## src/rtl/fifo_read_packer.sv

```systemverilog
// Read-side packer for the CDC FIFO: pops entries and packs PACK_COUNT of them, little-endian,
// into one wide word on a valid/ready output. A flush emits a partially filled word with its count.
module fifo_read_packer #(
  parameter int unsigned DATA_WIDTH = 8,
  parameter int unsigned PACK_COUNT = 4
) (
  input  logic                                 clock,
  input  logic                                 reset,
  input  logic [DATA_WIDTH-1:0]                fifo_read_data,
  input  logic                                 fifo_empty,
  output logic                                 fifo_read_increment,
  input  logic                                 flush,
  output logic [DATA_WIDTH*PACK_COUNT-1:0]     out_data,
  output logic [$clog2(PACK_COUNT+1)-1:0]      out_count,
  output logic                                 out_valid,
  input  logic                                 out_ready
);

  localparam int unsigned IdxW  = $clog2(PACK_COUNT);
  localparam int unsigned CntW  = $clog2(PACK_COUNT + 1);
  localparam int unsigned WordW = DATA_WIDTH * PACK_COUNT;
  localparam logic [IdxW-1:0] LastIdx = IdxW'(PACK_COUNT - 1);

  typedef enum logic [0:0] {StFill, StHold} state_e;

  state_e            state_q, state_d;
  logic [IdxW-1:0]   fill_idx_q, fill_idx_d;
  logic [WordW-1:0]  data_q, data_d;
  logic [CntW-1:0]   count_q, count_d;
  logic              valid_q, valid_d;

  // Pop is purely combinational so the FIFO head is consumed on the same edge it is captured.
  assign fifo_read_increment = !reset && (state_q == StFill) && !fifo_empty;

  always_comb begin
    state_d    = state_q;
    fill_idx_d = fill_idx_q;
    data_d     = data_q;
    count_d    = count_q;
    valid_d    = valid_q;
    unique case (state_q)
      StFill: begin
        if (fifo_read_increment) begin
          for (int k = 0; k < PACK_COUNT; k++) begin
            if (fill_idx_q == IdxW'(k)) data_d[k*DATA_WIDTH +: DATA_WIDTH] = fifo_read_data;
          end
          if (fill_idx_q == LastIdx) begin
            count_d    = CntW'(PACK_COUNT);
            fill_idx_d = '0;
            valid_d    = 1'b1;
            state_d    = StHold;
          end else if (flush) begin
            count_d    = CntW'(fill_idx_q) + CntW'(1);
            fill_idx_d = '0;
            valid_d    = 1'b1;
            state_d    = StHold;
          end else begin
            fill_idx_d = fill_idx_q + IdxW'(1);
          end
        end else if (flush && (fill_idx_q != '0)) begin
          // Flush with nothing collected is dropped: a zero-count word is never emitted.
          count_d    = CntW'(fill_idx_q);
          fill_idx_d = '0;
          valid_d    = 1'b1;
          state_d    = StHold;
        end
      end
      StHold: begin
        if (out_ready) begin
          // Clearing here keeps unwritten lanes of the next word at zero.
          data_d  = '0;
          count_d = '0;
          valid_d = 1'b0;
          state_d = StFill;
        end
      end
      default: state_d = StFill;
    endcase
  end

  always_ff @(posedge clock or posedge reset) begin
    if (reset) begin
      state_q    <= StFill;
      fill_idx_q <= '0;
      data_q     <= '0;
      count_q    <= '0;
      valid_q    <= 1'b0;
    end else begin
      state_q    <= state_d;
      fill_idx_q <= fill_idx_d;
      data_q     <= data_d;
      count_q    <= count_d;
      valid_q    <= valid_d;
    end
  end

  assign out_data  = data_q;
  assign out_count = count_q;
  assign out_valid = valid_q;

endmodule

```

## config.mk

```make
export PLATFORM = sky130hd
export DESIGN_NAME = fifo_read_packer
export DESIGN_NICKNAME = d
export VERILOG_FILES = /design/src/rtl/fifo_read_packer.sv
export SDC_FILE = /design/constraint.sdc
export NUM_CORES = 1
export LEC_CHECK = 0
export CORE_MARGIN = 2
export CORE_UTILIZATION = 46
export DETAILED_ROUTE_END_ITERATION = 10
export PLACE_DENSITY = 0.9
export SLEW_MARGIN = 20
export SYNTH_ARGS = -nofsm -noshare
export SYNTH_HDL_FRONTEND = slang
export SYNTH_SLANG_ARGS = --single-unit
```

## constraint.sdc

```tcl
create_clock -name clock -period 1.94 [get_ports clock]
set_clock_uncertainty 0.15 [all_clocks]
set_input_delay 0.291 -clock clock [delete_from_list [all_inputs] [get_ports clock]]
set_output_delay 0.291 -clock clock [all_outputs]
set_load 0.03 [all_outputs]
```

==> results.cfg <==
[run_status]
status = finished clean

[floorplan]
initial_core_util_pct = 47.9
die_x_um = 63.2
ios = 50
coreArea_um2 = 3360
die_y_um = 63.2
dieArea_um2 = 3990
num_rows = 21

[critical_path]
cp-end-kind = primary output
cp_num_buf_inv = 1
critPathMaxFanout = 3
cp_data_required_time_ns = 1.50
cp_top_family = buffers and inverters
crit_chain = clkdlybuf4s50_1
critical_path_arrival_ns = 1.43
startpoint_type = register
cp_slowest_stage_delay_ns = 0.71
critPathSlowestCell = clkdlybuf4s50_1
critPathKind = reg -> out

[power_and_ir_drop]
leakagePower_nw = 1.01
power.density_nw_per_um2 = 1540
pwr-share-seq_pct = 37.6
combPwrFrac_pct = 51.3
p_sw_share_pct = 43.8
p_sw_mw = 1.53
max-vdd-ir-drop_mv = 0.648
p_clk_share_pct = 11.0
internal_power_mw = 1.95

[sta]
whs_ns = 0.279
fmax_ghz = 0.533
rsz0062_at_grt = no
setup-violations-final = 0
hold_viol = 0
slew_violations = 0
min_period_ns = 1.87
fin_crit_sh_pct = 96.6
relSlewSlack_pct = 63.0
tightest_slew_ns = 0.555

[place]
place_congestion = 0.823
dp_hpwl_um = 2700
numPortBuffers = 49

[cells_and_area]
fillers = 289
seq_area_um2 = 976
area_growth_pct = 40.2
mostFrequentLayoutCells = nand2_1, clkdlybuf4s50_1, dfrtp_1
finalNetCount = 240
antenna_cells = 0
layout-drive-gt1-share_pct = 9.38
final_util_pct = 67.2
multi_input_area_um2 = 581
layout_commonest_cell = nand2_1

[synth]
synth_adder_area_share_pct = 3.11
yosysTopAreaCell = dfrtp_1
synth_compound_area_share_pct = 15.5
synth_top_family_by_area = simple AND/OR/NAND/NOR gates
synth_area_leaders = dfrtp_1, nand2_1, o21ai_0
synthMuxAreaShare_pct = 0.621
ys_seq_area_share_pct = 60.6
yosysWarningCount = 0
ys_seq_elements = 39
synth-simple-area-share_pct = 16.5
ys_types = 22
syn_avg_cell_area_um2 = 9.71
syn_inst = 166
synth_xor_xnor_area_share_pct = 0
syn_nets = 183
syn_area_um2 = 1610
yosysTopAreaCellShare_pct = 60.6

[route]
vias_per_cell = 5.09
ant_nets = 0
drc_errors = 0
drtIter0Drc = 48
first_pass_iters = 4
vias = 1374
wire_per_inst_um = 13.0
wirelength_um = 3510

[global_routing]
grt_start_max_net_pins = 40
grtUsageTotal_pct = 19.6
antenna_found_initial = 0
grt_first_pass_wirelength_um = 6050
overflow = 0
first_global_vias = 1248

[clocking]
cts_buffers = 5
cts_tree = yes
clkTransAtPathRegs_ns = 0.11
clkLatencyLatePin_ns = 0.32
cts_sinks = 39
ctsLongestPathBuffers = 2
htreeDepth = 2
holdBufCountCts = 0
cts-root-buf = clkbuf_4

[min_path]
min_path_type = in -> async

[job]
maxCapViolCount = 0
-- logic make-up (layout without fill, tap and decap cells) --
group | Yosys count | count (layout)
AOI/OAI and AO/OA | 46 | 46
buffers and inverters | 12 | 70
and+or+nand+nor | 64 | 64
muxes | 1 | 1
DFF | 39 | 39
adders and majority gates | 4 | 4
-- power by group through the flow --
stage / registers [mW] / clock network [mW] / logic [mW]
after floorplan: 1.82 / 0 / 0.514
after global placement: 1.31 / 0 / 1.74
after detailed placement: 1.33 / 0 / 1.79
after CTS: 1.31 / 0.399 / 1.80
after global routing: 1.35 / 0.440 / 1.92
final: 1.31 / 0.384 / 1.79
-- synth_stat cells --
cell type / n
ha_1: 4
nor2_1: 2
a31oi_2: 1
o21ai_1: 2
dfrtp_1: 39
buf_6: 1
o21ai_0: 36
nor3_1: 1
a21oi_2: 1
buf_2: 5
a21oi_1: 3
or2_2: 1
a31oi_1: 1
nand2_1: 54
mux2i_1: 1
inv_1: 5
o2bb2ai_1: 2
clkbuf_1: 1
nor3_4: 1
nand3_1: 2
and2_1: 2
nand2b_1: 1
-- worst paths after layout --
kind	slack, ns	from	endpoint	cells after the start
setup / recovery	0.07	out_count[2]	out_count[2]	1
hold / removal	0.28	reset	out_data[18]	3
setup reg to reg	0.27	fill_idx_q[0]	out_count[1]	6
hold reg to reg	0.34	out_data[0]	out_data[0]	2
max in group asynchronous	1.18	reset	out_count[1]	3
min in group clock	0.34	out_data[0]	out_data[0]	2
-- layout make-up --
type,instances,share of cell area [%]
clock inverters,2,0.554
inverters,5,0.831
multi-input cells,115,25.7
flip-flops and latches,39,43.2
repair buffers,57,25.4
well taps,46,2.55
clock buffers,6,1.83
-- metal layers --
| layer | global-route usage (%) | wire [um] |
|---|---|---|
| met2 | 31.4 | 1660 |
| met3 | 5.71 | 226 |
| met1 | 25.9 | 1580 |
| met5 | 0 | 0 |
| met4 | 6.52 | 42 |
-- flip-flops by register name, summed over array words and instances (netlist names) --
register,flops
out_valid,1
state_q,1
out_data,32
fill_idx_q,2
out_count,3
-- metrics by stage --
stage,TNS [ns],area (um^2),power (mW),std cells,setup slack (ns)
finish,0,2260,3.48,270,0.0654
global route,0,2260,3.71,270,0.0136
CTS,0,2260,3.51,270,0.0522
detailed placement,-2.25,2200,3.12,262,-0.304
global placement,-1.78,2200,3.05,262,-0.230
floorplan,0,1610,2.33,166,0.227
-- repair_timing --
action,4_1_cts,5_1_grt
gates resized for setup,1,0
endpoints found under the hold margin,0,0
setup buffers,0,0
setup endpoints to repair,1,0
Power figures use the tool's default switching activity.
